### config.mk
export PLATFORM = sky130hd
export DESIGN_NAME = read_counter
export DESIGN_NICKNAME = d
export VERILOG_FILES = /design/src/rtl/read_counter.sv
export SDC_FILE = /design/constraint.sdc
export NUM_CORES = 1
export LEC_CHECK = 0
export BUFFER_PORTS_ARGS = -buffer_cell sky130_fd_sc_hd__buf_2
export CORE_MARGIN = 5
export CORE_UTILIZATION = 61
export DETAILED_ROUTE_END_ITERATION = 12
export GPL_TIMING_DRIVEN = 0
export MAX_ROUTING_LAYER = met4
export PLACE_DENSITY = 0.86
export SYNTH_ARGS = -nofsm -noshare
export SYNTH_HDL_FRONTEND = slang
export SYNTH_SLANG_ARGS = --single-unit
### constraint.sdc
create_clock -name CLOCKH -period 5.1 [get_ports CLOCKH]
set_input_delay 1.275 -clock CLOCKH [delete_from_list [all_inputs] [get_ports CLOCKH]]
set_output_delay 1.275 -clock CLOCKH [all_outputs]
set_load 0.01 [all_outputs]
### src/rtl/read_counter.sv
// read_counter: CDU read counter accumulating error-angle steps and forwarding them to the AGC
// Ports: CLOCKH clock, rst_n sync active-low reset; _UPLVL/_DNLVL step levels, STEPH step strobe,
// CCDUZ zero command, CTRACK AGC acknowledge; _CNT counter, _DC ladder bits (_CNT[15:4]),
// PCDU/MCDU held increment requests, STALL refused-step flag (all registered).
module read_counter #(
  parameter int PEND_MAX = 7,
  parameter int MIN_GAP  = 2
) (
  input  logic        CLOCKH,
  input  logic        rst_n,
  input  logic        _UPLVL,
  input  logic        _DNLVL,
  input  logic        STEPH,
  input  logic        CCDUZ,
  input  logic        CTRACK,
  output logic [15:0] _CNT,
  output logic [11:0] _DC,
  output logic        PCDU,
  output logic        MCDU,
  output logic        STALL
);
  typedef enum logic [1:0] {IDLE, REQ_P, REQ_M, GAP} state_t;
  localparam logic signed [4:0] PMAX = 5'(PEND_MAX);
  state_t state;
  logic signed [4:0] pend, pend_nx;
  logic [3:0] gap;
  logic up_req, dn_req, up_ok, dn_ok, ack_p, ack_m;
  assign _DC = _CNT[15:4];
  // limit is judged on pend before this cycle's acknowledge adjustment
  always_comb begin
    up_req  = STEPH & _UPLVL & ~_DNLVL;
    dn_req  = STEPH & _DNLVL & ~_UPLVL;
    up_ok   = up_req & (pend != PMAX);
    dn_ok   = dn_req & (pend != -PMAX);
    ack_p   = CTRACK & (state == REQ_P);
    ack_m   = CTRACK & (state == REQ_M);
    pend_nx = pend + 5'(up_ok) - 5'(dn_ok) - 5'(ack_p) + 5'(ack_m);
  end
  always_ff @(posedge CLOCKH) begin
    if (!rst_n || CCDUZ) begin
      _CNT  <= '0;
      pend  <= '0;
      state <= IDLE;
      gap   <= '0;
      PCDU  <= 1'b0;
      MCDU  <= 1'b0;
      STALL <= 1'b0;
    end else begin
      _CNT  <= _CNT + 16'(up_ok) - 16'(dn_ok);
      pend  <= pend_nx;
      STALL <= (up_req & ~up_ok) | (dn_req & ~dn_ok);
      PCDU  <= 1'b0;
      MCDU  <= 1'b0;
      // request direction is latched on entry and held until acknowledged
      case (state)
        IDLE:
          if (pend > 5'sd0) begin
            state <= REQ_P;
            PCDU  <= 1'b1;
          end else if (pend < 5'sd0) begin
            state <= REQ_M;
            MCDU  <= 1'b1;
          end
        REQ_P:
          if (CTRACK) begin
            state <= GAP;
            gap   <= 4'(MIN_GAP - 1);
          end else PCDU <= 1'b1;
        REQ_M:
          if (CTRACK) begin
            state <= GAP;
            gap   <= 4'(MIN_GAP - 1);
          end else MCDU <= 1'b1;
        GAP:
          if (gap == 4'd0) state <= IDLE;
          else gap <= gap - 4'd1;
      endcase
    end
  end
endmodule
---- Word-level counts from Yosys, hierarchy flattened ----
Cells that the tools add are included.
operators by class
  $add $sub $neg .......................... 7
  order comparisons ....................... 2
  eq/ne operators ......................... 9
  mux-type cells .......................... 14
  bitwise operators ....................... 15
  reduce and logical (&&, ||, !) cells .... 8
operators with widths
  kind                   count
  $add A16 B1 Y16        1
  $sub A16 B1 Y16        1
  $add A5 B1 Y5          2
  $and A1 B1 Y1          10
  $ne A5 B4 Y1 const B   2
  $sub A5 B1 Y5          2
  $mux W2                4
  $mux W4                2
  $pmux W4 S2            1
  $pmux W2 S3            1
  $reduce_and A3 Y1      2
  $gt A5 B1 Y1 const B   1
  $lt A5 B1 Y1 const B   1
  $eq A2 B2 Y1 const B   2
  $logic_not A4 Y1       1
  $mux W1                4
  $ne A2 B2 Y1 const B   2
  $not A1 Y1             4
  $pmux W1 S2            2
  $sub A4 B1 Y4 const B  1
  $ne A3 B3 Y1 const B   1
  $eq A2 B1 Y1 const B   1
  $logic_not A2 Y1       1
  $ne A2 B1 Y1 const B   1
  5 further kinds        5
storage, ports and cells
  register bits after elaboration ......... 30
  bits of input ports ..................... 7
  output and inout port bits .............. 31
  word-level logic and storage cells ...... 62

---- Depth between registers and ports, before layout ----
Gate-level depths: netlist of run 1.
  word-level depth ........................ 7
  mapped depth ............................ 14
  mapped depth without buffers ............ 14

---- Least setup slack after synthesis of run 1 ----
No wires, ideal clock.
  path type ............................... input to register
  from .................................... input port _UPLVL
  to ...................................... register _CNT[14]
  library setup time ...................... 0.067 ns
  arrival ................................. 3.527 ns
  required time ........................... 5.033 ns
  slack ................................... 1.506 ns
  cell stages on the path ................. 11
  path buffers ............................ 0
  cells stage by stage .................... nor3_1 ha_1 inv_1 ha_1 inv_1 fa_1 nor2b_4 o211ai_1 a2111o_1 a31o_1 a21oi_2
between the ends
  cells in the longest elaborated chain, start to end .. 5
  elaborated cells between the ends (all ways) .. 8
  classes of those cells .................. add/sub: 2; bitwise: 6
RTL lines
  element                      RTL line  RTL
  start: declaration           11        input logic _UPLVL,
  $and A1 B1 Y1 (2 in series)  31        up_req = STEPH & _UPLVL & ~_DNLVL;
  $and A1 B1 Y1                33        up_ok = up_req & (pend != PMAX);
  $add A16 B1 Y16              49        _CNT <= _CNT + 16'(up_ok) - 16'(dn_ok);
  $sub A16 B1 Y16 (*)          49
  end signal: assignment       49
  end: declaration             16        output logic [15:0] _CNT,
Mark *: on every way between the ends. The rest lies on a longest branch, timed or not.
A chain may end at the register's enable or synchronous reset.

---- Worst setup path in the final report of run 1 ----
Same ends and word-level chain as after synthesis.

==> summary.md, run 1 <==
| Metric | Value |
|---|---|
| Post-DRT Antenna Nets | 0 |
| Final period util | 0.720 |
| Die Y | 70.4 microns |
| Placer congestion estimate | 0.880 |
| Vias per cell | between 5 and 6 |
| Worst setup SP type | input port |
| Row count | 22 |
| Synth async-reset ratio | 0 |
| Setup TNS | 0 ns |
| NumNets Final | 350 |
| Power per Cell Area | about 500 nW/um^2 |
| I/O pins | 38 |
| Clk Latency, worst-skew pair | 0.29 ns |
| Worst-case clock buffer depth | 2 |
| Max-slew headroom | 0.615 |
| Gr ovfl total | 0 |
| WL per Instance | about 12 microns |
| Die area | 4960 sq um |
| CTS Buf Count | 5 |
| Die Wd | ~70 microns |
| Yosys reg bits | 30 |
| GRT Util Overall | 0.199 |
| Clock sink count | 30 |
| Class of the tightest hold or removal check | flop to flop |
| Starting DRT DRC Count | ~130 |
| Final Util | 0.707 |
| Crit path required time | ~5.3 ns |
| RSZ-0062 raised after global routing | no |
| Port buffer count | 37 |
| Largest net degree at the start of global routing | 11 |
| Main synth FF type | dfxtp_1 |
| Number of remaining DRC errors | 0 |
| Vias | roughly 1.9k |
| Final Critical Period | 3.67 ns |
| Fmax | between 200 and 300 MHz |
| Sequential share of the synthesized area | 0.270 |
| Post-CTS sizing | 0 |
| Status | finished clean |
| Number of flops mapped to enable cells by yosys | 0 |
| CP Class | input port to flop |
| Layout area overhead | 14.4% |
| Initial antenna violation count | 0 |
| Mapped Area | between 2000 and 2500 sq um |
| WL final | between 4000 and 5000 microns |
| CORE AREA | 3610 sq um |
| Pre-Repair DR Iteration Count | 6 |
| Critical path endpoint category | flop |
| Most common cell after layout, fill and taps aside | buf_2 |
| DPL Wire Length | 3480 microns |
| Worst Skew | 0.00498 ns |
| Max VDD drop | 0.000183 V |
| Initial Util | 0.618 |
| Syn nets | 306 |
| Highest-count cells in the layout ignoring fill and taps | buf_2, inv_1, dfxtp_1 |
| Netlist cell types | 50 |
| Ys Warns | 0 |
| Max-Cap Viols | 0 |
| Critical path fanouts, max | 4 |
| Count of final setup violators | 0 |
| Hold buffers post-CTS | 0 |
| N_diodes | 0 |
| Layout cells sized above 1 | 0.209 |
| Clock slew at reported path FFs | 0.06 ns |
| Final hold vios | 0 |
| Vias in the first global route | 1,835 |
| Post-CTS Setup Bufs | 0 |
| WP data arrival | 3.89 ns |
| Root Driver | clkbuf_8 |
| CTS tree | built |
| Synthesized area per cell | roughly 8.3 sq um |
| Syn Inst Count | ~270 |
| P_leak | 1.21 nW |
| First-pass GRT wire length | 7740 microns |
| H-tree lvl count | 2 |
| Final Max Tran Viols | 0 |
| Least-Margin Pin Slew | slightly below 0.6 ns |
-- sequential cells by signal (all words and copies together) (netlist names) --
name and flops:
MCDU 1, pend 5, PCDU 1, gap 4, _CNT 16, STALL 1, state 2
-- power breakdown --
| group | leakage (nW) | switching, W | internal [W] | total [W] |
|---|---|---|---|---|
| clock | 0.0383 | 0.0000869 | 0.0000937 | 0.000181 |
| combinational | 0.932 | 0.000428 | 0.000349 | 0.000777 |
| sequential | 0.245 | 0.0000352 | 0.000274 | 0.000309 |
-- critical path, stage by stage --
cell and delay (ns):
buf_2 0.11, nor3_1 0.34, ha_1 0.30, inv_1 0.05, ha_1 0.21, inv_1 0.07, fa_1 0.42, nor2b_4 0.16
o211ai_1 0.17, a2111o_1 0.43, a31o_1 0.24, a21oi_2 0.11
-- kinds of logic after synthesis --
family | after synthesis | synth area share
flops | 30 | 0.270
mux | 3 | 0.0135
fa+ha+maj | 32 | 0.193
compound gates | 63 | 0.190
xor+xnor | 10 | 0.0393
simple gates | 80 | 0.190
buf+inv | 49 | 0.104
-- metrics by stage --
stage / instance area, sq um / instances / setup slack (ns) / hold WS, ns / total power, W
finish: 2550 / 359 / 1.43 / 0.529 / 0.00127
global route: 2550 / 359 / 1.24 / 0.569 / 0.00139
CTS: 2550 / 359 / 1.43 / 0.527 / 0.00127
detailed placement: 2470 / 352 / 1.16 / 0.510 / 0.00109
global placement: 2470 / 352 / 1.19 / 0.496 / 0.00107
floorplan: 2230 / 267 / 1.51 / 0.479 / 0.000924
-- synth_stat cells (all sizes together), types with 2 or more instances --
library cell	number	share of area
inv	31	0.052
a211oi	3	0.012
xnor2	4	0.016
and2	5	0.014
buf	15	0.047
nor3	14	0.031
a21o	3	0.010
o31ai	2	0.0067
clkbuf	3	0.0056
ha	28	0.16
mux2i	3	0.013
fa	4	0.036
a21oi	25	0.060
nand4	3	0.0084
nor2	20	0.034
a21boi	2	0.0067
nand4b	2	0.0079
nor3b	2	0.0067
o21ai	8	0.020
o21a	3	0.010
xor2	6	0.024
nand2	15	0.025
o41ai	2	0.011
nand2b	7	0.020
o211ai	7	0.024
a31oi	2	0.0056
nor2b	5	0.021
dfxtp	30	0.27
-- layout make-up --
cell class                 count  area (sq um)
multi-input combinational    188          1390
fill                         302          1060
inverter                      31           116
clock buffer                   7          76.3
tap                           48          60.1
buffer                        18           116
timing repair buffer          37           185
sequential                    30           601
-- layer usage --
metal / vias up / global-route usage / share of wire
met5: - / - / 0
met4: 0 / 0.0894 / 0.020
met3: 11 / 0.0489 / 0.046
met2: 38 / 0.340 / 0.50
met1: 871 / 0.217 / 0.43
li1: 996 / - / -
-- final timing paths --
kind	from	to	slack, ns	depth (start not counted)
worst max-delay path	_UPLVL	_CNT[14]	1.43	12
worst min-delay path	gap[3]	gap[3]	0.53	2
worst max register to register	pend[2]	_CNT[14]	1.70	14
worst min register to register	gap[3]	gap[3]	0.53	2
Note: power is estimated with default switching activity, not from simulation.
==> inputs of run 2 (changes only) <==
--- a/config.mk
+++ b/config.mk
@@ -7,11 +7,11 @@
 export LEC_CHECK = 0
 export BUFFER_PORTS_ARGS = -buffer_cell sky130_fd_sc_hd__buf_2
 export CORE_MARGIN = 5
-export CORE_UTILIZATION = 61
+export CORE_UTILIZATION = 56
 export DETAILED_ROUTE_END_ITERATION = 12
 export GPL_TIMING_DRIVEN = 0
 export MAX_ROUTING_LAYER = met4
-export PLACE_DENSITY = 0.86
+export PLACE_DENSITY = 0.8
 export SYNTH_ARGS = -nofsm -noshare
 export SYNTH_HDL_FRONTEND = slang
 export SYNTH_SLANG_ARGS = --single-unit
==> constraint.sdc (replaced) <==
create_clock -name CLOCKH -period 3.6 [get_ports CLOCKH]
set_input_delay 0.9 -clock CLOCKH [delete_from_list [all_inputs] [get_ports CLOCKH]]
set_output_delay 0.9 -clock CLOCKH [all_outputs]
set_load 0.01 [all_outputs]
==> summary.md, run 2 (same netlist as run 1, synthesis figures left out) <==
| Metric | Value |
|---|---|
| WL final | 4520 microns (was 4350 microns) |
| Final hold vios | 0 (unchanged) |
| Hold EP | state[1] (was gap[3]) |
| Metal2 WL | 2220 microns (was 2180 microns) |
| Root Driver | clkbuf_8 (unchanged) |
| Highest-count cells in the layout ignoring fill and taps | buf_2, inv_1, dfxtp_1 (unchanged) |
| Row count | 23 (was 22) |
| Max reg flops | 16 (unchanged) |
| Count of final setup violators | 0 (unchanged) |
| Worst Skew | 0.00723 ns (was 0.00498 ns) |
| Post-DRT Antenna Nets | 0 (unchanged) |
| R2R cell count | 14 (unchanged) |
| Die area | 5340 sq um (was 4960 sq um) |
| Worst setup SP type | flop (was input port) |
| CTS tree | built (unchanged) |
| Initial Util | 0.569 (was 0.618) |
| R2R setup slack | 0.33 ns (was 1.70 ns) |
| Power per Cell Area | 708 nW/um^2 (was 497 nW/um^2) |
| GRT Util Overall | 0.189 (was 0.199) |
| FILL cells | 348 (was 302) |
| Vias | 1,914 (was 1,916) |
| Worst setup path start | pend[2] (was _UPLVL) |
| Final Max Tran Viols | 0 (unchanged) |
| Area after DPL | 2470 sq um (about the same) |
| Vias in the first global route | 1,812 (was 1,835) |
| Max-Cap Viols | 0 (unchanged) |
| Final worst-path setup slack | 0.334 ns (was 1.43 ns) |
| DPL Wire Length | 3560 microns (was 3480 microns) |
| Final period util | 0.907 |
| Switching fraction of total power | 0.439 (was 0.435) |
| Vias per cell | 5.30 (was 5.34) |
| Largest net degree at the start of global routing | 11 (unchanged) |
| Class of the tightest hold or removal check | flop to flop (unchanged) |
| Clock slew at reported path FFs | 0.06 ns (about the same) |
| Layout cells sized above 1 | 0.212 (was 0.209) |
| Highest cell delay on the worst timing path | 0.43 ns (about the same) |
| Hold path start | state[1] (was gap[3]) |
| Crit path cell chain | inv_1, ha_1, and4_1, nor3_2, ha_1, inv_1, ha_1, inv_1, fa_1, nor2b_4, o211ai_1, a2111o_1, a31o_1, a21oi_2 (was buf_2, nor3_1, ha_1, inv_1, ha_1, inv_1, fa_1, nor2b_4, o211ai_1, a2111o_1, a31o_1, a21oi_2) |
| WL per Instance | 12.5 microns (was 12.1 microns) |
| Final Critical Period | 3.27 ns |
| First-pass GRT wire length | 7690 microns (was 7740 microns) |
| Top flop regs | _CNT x16, pend x5, gap x4 (unchanged) |
| Gr ovfl total | 0 (unchanged) |
| Comb power frac | 0.614 (about the same) |
| WP data arrival | 3.48 ns (was 3.89 ns) |
| Top delay family on crit path | adder cells (was compound AO/OA/AOI/OAI gates) |
| R2R Path Start | pend[2] (unchanged) |
| Clk network pwr share | 0.143 (about the same) |
| Top sig layer | met4 (unchanged) |
| Pre-CTS WS | 0.0204 ns (was 1.16 ns) |
| Sequential share of power | 0.243 (was 0.244) |
| Placer congestion estimate | 0.904 (was 0.880) |
| Post-CTS Setup Bufs | 0 (unchanged) |
| Die Y | 73.1 microns (was 70.4 microns) |
| Crit path required time | 3.81 ns (was 5.32 ns) |
| Initial antenna violation count | 0 (unchanged) |
| Power, Total | 0.00181 W (was 0.00127 W) |
| Largest Register | _CNT (unchanged) |
| Hold buffers post-CTS | 0 (unchanged) |
| H-tree lvl count | 2 (unchanged) |
| Number of remaining DRC errors | 0 (unchanged) |
| NumNets Final | 350 (unchanged) |
| I/O pins | 38 (unchanged) |
| Layout area overhead | 14.8% (was 14.4%) |
| Max VDD drop | 0.000258 V (was 0.000183 V) |
| Starting DRT DRC Count | 151 (was 133) |
| CORE AREA | 3910 sq um (was 3610 sq um) |
| RSZ-0062 raised after global routing | no (unchanged) |
| Clock sink count | 30 (unchanged) |
| Clk Latency, worst-skew pair | 0.29 ns (about the same) |
| Most common cell after layout, fill and taps aside | buf_2 (unchanged) |
| Max-slew headroom | 0.609 (was 0.615) |
| Setup TNS | 0 ns (unchanged) |
| Worst-case clock buffer depth | 2 (unchanged) |
| Pre-Repair DR Iteration Count | 4 (was 6) |
| Metal-1 WL | 1970 microns (was 1880 microns) |
| P_leak | 1.22 nW (was 1.21 nW) |
| CTS Buf Count | 5 (unchanged) |
| Die Wd | 73.1 microns (was 70.4 microns) |
| Crit path max-delay cell type | a2111o_1 (unchanged) |
| Fmax | between 300 and 400 MHz |
| Least-Margin Pin Slew | 0.586 ns (was 0.577 ns) |
| Buf/Inv on CP | 3 (unchanged) |
| Fin area | 2560 sq um (was 2550 sq um) |
| CP Class | flop to flop (was input port to flop) |
| Critical path fanouts, max | 4 (unchanged) |
| Pint | 0.00101 W (was 0.000716 W) |
| Port buffer count | 37 (unchanged) |
| N_diodes | 0 (unchanged) |
| Reg2Reg Capture Point | _CNT[14] (unchanged) |
| Status | finished clean (unchanged) |
| Critical path endpoint category | flop (unchanged) |
| Routed length on met3 | 260 microns (was 201 microns) |
| Hold Crit Depth | 2 (unchanged) |
| Post-CTS sizing | 0 (unchanged) |
| Sw Pwr | 0.000795 W (was 0.000551 W) |
-- run 2: layer usage --
layer / vias to the layer above / global-route usage
li1: 997 / -
met1: 862 / 0.220
met2: 46 / 0.311
met3: 9 / 0.0496
met4: 0 / 0.0676
met5: - / -
-- run 2: cell type report --
class,instances,area [sq um],share of cell area
Multi-Input combinational cell,188,1400,0.547
Timing Repair Buffer,37,185,0.0724
Buffer,18,116,0.0455
Clock buffer,7,76.3,0.0299
Inverter,31,116,0.0455
Tap cell,50,62.6,0.0245
Sequential cell,30,601,0.235
-- run 2: worst max path at each step --
| stage | endpoint | cells past startpoint |
|---|---|---|
| 6_report | _CNT[14] | 14 |
| 5_1_grt | _CNT[14] | 14 |
| 4_1_cts | _CNT[14] | 14 |
| 3_5_place_dp | _CNT[14] | 12 |
| 3_3_place_gp | _CNT[14] | 12 |
| 2_1_floorplan | _CNT[14] | 11 |
-- run 2: worst min-delay path: stages, from the launching register on --
cell	delay (ns)
dfxtp_1	0.34
nand2b_1	0.08
a21oi_1	0.05
-- run 2: power groups by stage --
| stage | logic [W] | clock network (W) | registers, W |
|---|---|---|---|
| floorplan | 0.000848 | 0 | 0.000462 |
| global placement | 0.00108 | 0 | 0.000444 |
| detailed placement | 0.00110 | 0 | 0.000448 |
| CTS | 0.00111 | 0.000265 | 0.000440 |
| global route | 0.00124 | 0.000281 | 0.000448 |
| finish | 0.00111 | 0.000259 | 0.000439 |
-- run 2: metrics by stage --
stage	hold WS, ns	util	instances
global placement	0.495	0.632	354
global route	0.553	0.653	361
detailed placement	0.521	0.632	354
finish	0.529	0.653	361
CTS	0.530	0.652	361
floorplan	0.479	-	267
==> inputs of run 3 (changes only) <==
--- a/config.mk
+++ b/config.mk
@@ -6,12 +6,12 @@
 export NUM_CORES = 1
 export LEC_CHECK = 0
 export BUFFER_PORTS_ARGS = -buffer_cell sky130_fd_sc_hd__buf_2
-export CORE_MARGIN = 5
 export CORE_UTILIZATION = 56
 export DETAILED_ROUTE_END_ITERATION = 12
 export GPL_TIMING_DRIVEN = 0
 export MAX_ROUTING_LAYER = met4
 export PLACE_DENSITY = 0.8
+export SETUP_SLACK_MARGIN = 0.4
 export SYNTH_ARGS = -nofsm -noshare
 export SYNTH_HDL_FRONTEND = slang
 export SYNTH_SLANG_ARGS = --single-unit
==> constraint.sdc (replaced) <==
create_clock -name CLOCKH -period 3.6 [get_ports CLOCKH]
set_input_delay 0.9 -clock CLOCKH [delete_from_list [all_inputs] [get_ports CLOCKH]]
set_output_delay 0.9 -clock CLOCKH [all_outputs]
set_load 0.005 [all_outputs]
==> summary.md, run 3 (same netlist as run 1, synthesis figures left out) <==
| Metric | Value |
|---|---|
| Status | finished clean (unchanged) |
| Worst setup SP type | input port (was flop) |
| Count of final setup violators | 0 (unchanged) |
| Crit path required time | 3.81 ns (about the same) |
| Critical path fanouts, max | 4 (unchanged) |
| Crit path max-delay cell type | a2111o_1 (unchanged) |
| WP data arrival | 3.36 ns (was 3.48 ns) |
| Most common cell after layout, fill and taps aside | buf_2 (unchanged) |
| Hold Worst Slack | 0.518 ns (was 0.529 ns) |
| WL per Instance | 12.6 microns (was 12.5 microns) |
| Gr ovfl total | 0 (unchanged) |
| WL final | 4550 microns (was 4520 microns) |
| Power per Cell Area | 688 nW/um^2 (was 708 nW/um^2) |
| Hold EP | state[1] (unchanged) |
| Hold Crit Depth | 2 (unchanged) |
| Vias | 1,934 (was 1,914) |
| Least-Margin Pin Slew | 0.568 ns (was 0.586 ns) |
| Starting DRT DRC Count | 99 (was 151) |
| Largest net degree at the start of global routing | 11 (unchanged) |
| Final period util | 0.874 (was 0.907) |
| Fin area | 2610 sq um (was 2560 sq um) |
| DPL Wire Length | 3460 microns (was 3560 microns) |
| H-tree lvl count | 2 (unchanged) |
| R2R cell count | 14 (unchanged) |
| Highest-count cells in the layout ignoring fill and taps | buf_2, inv_1, dfxtp_1 (unchanged) |
| Reg2Reg Capture Point | _CNT[14] (unchanged) |
| CTS tree | built (unchanged) |
| Met1 usage | 0.247 (was 0.220) |
| Die area | 4230 sq um (was 5340 sq um) |
| First-pass GRT wire length | 7290 microns (was 7690 microns) |
| Max VDD drop | 0.000284 V (was 0.000258 V) |
| Max reg flops | 16 (unchanged) |
| Pre-Repair DR Iteration Count | 4 (unchanged) |
| Max-slew headroom | 0.621 (was 0.609) |
| Fmax | 318 MHz (was 306 MHz) |
| CP Class | input port to flop (was flop to flop) |
| Vias in the first global route | 1,754 (was 1,812) |
| Critical path endpoint category | flop (unchanged) |
| Crit path cell chain | buf_2, nand2_1, nor3_4, ha_1, inv_1, ha_4, inv_1, fa_2, nor2b_4, o211ai_1, a2111o_1, a31o_1, a21oi_2 (was inv_1, ha_1, and4_1, nor3_2, ha_1, inv_1, ha_1, inv_1, fa_1, nor2b_4, o211ai_1, a2111o_1, a31o_1, a21oi_2) |
| Initial Util | 0.595 (was 0.569) |
| GR Layer Usage met2 | 0.402 (was 0.311) |
| Layout area overhead | 17.1% (was 14.8%) |
| Final Max Tran Viols | 0 (unchanged) |
| Vias per cell | 5.36 (was 5.30) |
| Top flop regs | _CNT x16, pend x5, gap x4 (unchanged) |
| R2R Path Start | pend[3] (was pend[2]) |
| R2R setup slack | 0.49 ns (was 0.33 ns) |
| Final hold vios | 0 (unchanged) |
| Port buffer count | 37 (unchanged) |
| N_diodes | 0 (unchanged) |
| Clock slew at reported path FFs | 0.06 ns (about the same) |
| CTS Buf Count | 5 (unchanged) |
| Clk Latency, worst-skew pair | 0.28 ns (was 0.29 ns) |
| I/O pins | 38 (unchanged) |
| Post-DRT Antenna Nets | 0 (unchanged) |
| NumNets Final | 353 (was 350) |
| Final Critical Period | 3.15 ns (was 3.27 ns) |
| Hold path start | state[1] (unchanged) |
| RSZ-0062 raised after global routing | no (unchanged) |
| GR peak layer | met2 (unchanged) |
| Highest cell delay on the worst timing path | 0.46 ns (was 0.43 ns) |
| Row count | 22 (was 23) |
| Initial antenna violation count | 0 (unchanged) |
| Worst Skew | 0.00582 ns (was 0.00723 ns) |
| Die Wd | 65.1 microns (was 73.1 microns) |
| Area after DPL | 2480 sq um (was 2470 sq um) |
| Worst-case clock buffer depth | 2 (unchanged) |
| Die Y | 65.1 microns (was 73.1 microns) |
| CORE AREA | 3740 sq um (was 3910 sq um) |
| Placer congestion estimate | 0.849 (was 0.904) |
| Clock sink count | 30 (unchanged) |
| Max-Cap Viols | 0 (unchanged) |
| Most frequent CP cell | inv_1 |
| Setup TNS | 0 ns (unchanged) |
| Largest Register | _CNT (unchanged) |
| Class of the tightest hold or removal check | flop to flop (unchanged) |
| GRT Util Overall | 0.229 (was 0.189) |
| Layout cells sized above 1 | 0.236 (was 0.212) |
| Root Driver | clkbuf_8 (unchanged) |
| Number of remaining DRC errors | 0 (unchanged) |
| GR Util met3 | 0.0563 (was 0.0496) |
| P_leak | 1.23 nW (was 1.22 nW) |
## run 3: worst max-delay path by stage
| stage | end | cells past startpoint | from | slack (ns) |
|---|---|---|---|---|
| floorplan | _CNT[14] | 11 | _DNLVL | 0.48 |
| finish | _CNT[14] | 13 | _DNLVL | 0.45 |
| global route | _CNT[14] | 13 | _DNLVL | 0.35 |
| global placement | _CNT[14] | 12 | _DNLVL | 0.20 |
| detailed placement | _CNT[14] | 12 | _DNLVL | 0.17 |
| CTS | _CNT[14] | 14 | pend[2] | 0.41 |
## run 3: per-layer routing
metal	wire length, microns	part of all wire	vias to the layer above
li1	-	-	1004
met1	1940	0.43	872
met2	2360	0.52	47
met3	165	0.036	11
met4	86	0.019	0
met5	0	0	-
## run 3: timing repair
item | in CTS | in global routing
cloned | 0 | 0
setup buffers | 0 | 3
hold endpoints to repair | 0 | 0
hold buffers | 0 | 0
pin swaps | 1 | 6
endpoints found under the setup margin | 1 | 5
gates resized for setup | 0 | 6
## run 3: worst max-delay path: cells and delay by family
family,cells,cell delay [ns]
AOI/OAI and AO/OA,4,0.93
adders and majority gates,3,0.80
buffers and inverters,3,0.26
and+or+nand+nor,3,0.46
## run 3: metrics by stage
stage	utilization	worst slack (ns)	total power (W)	instances
floorplan	-	0.477	0.00128	267
global placement	0.662	0.197	0.00148	352
detailed placement	0.662	0.172	0.00151	352
CTS	0.684	0.412	0.00179	358
global route	0.697	0.349	0.00197	361
finish	0.697	0.453	0.00180	361
## run 3: area by class of cell
class	count	area, sq um
multi-input combinational	188	1420
timing repair buffer	40	208
fill	322	1130
buffer	18	116
tap	48	60.1
sequential	30	602
inverter	31	116
clock buffer	6	82.6
## run 3: power by group
| part | internal, W | switching [W] | leakage [nW] |
|---|---|---|---|
| Clock | 0.000147 | 0.000116 | 0.0431 |
| Sequential | 0.000388 | 0.0000501 | 0.245 |
| Combinational | 0.000499 | 0.000595 | 0.946 |
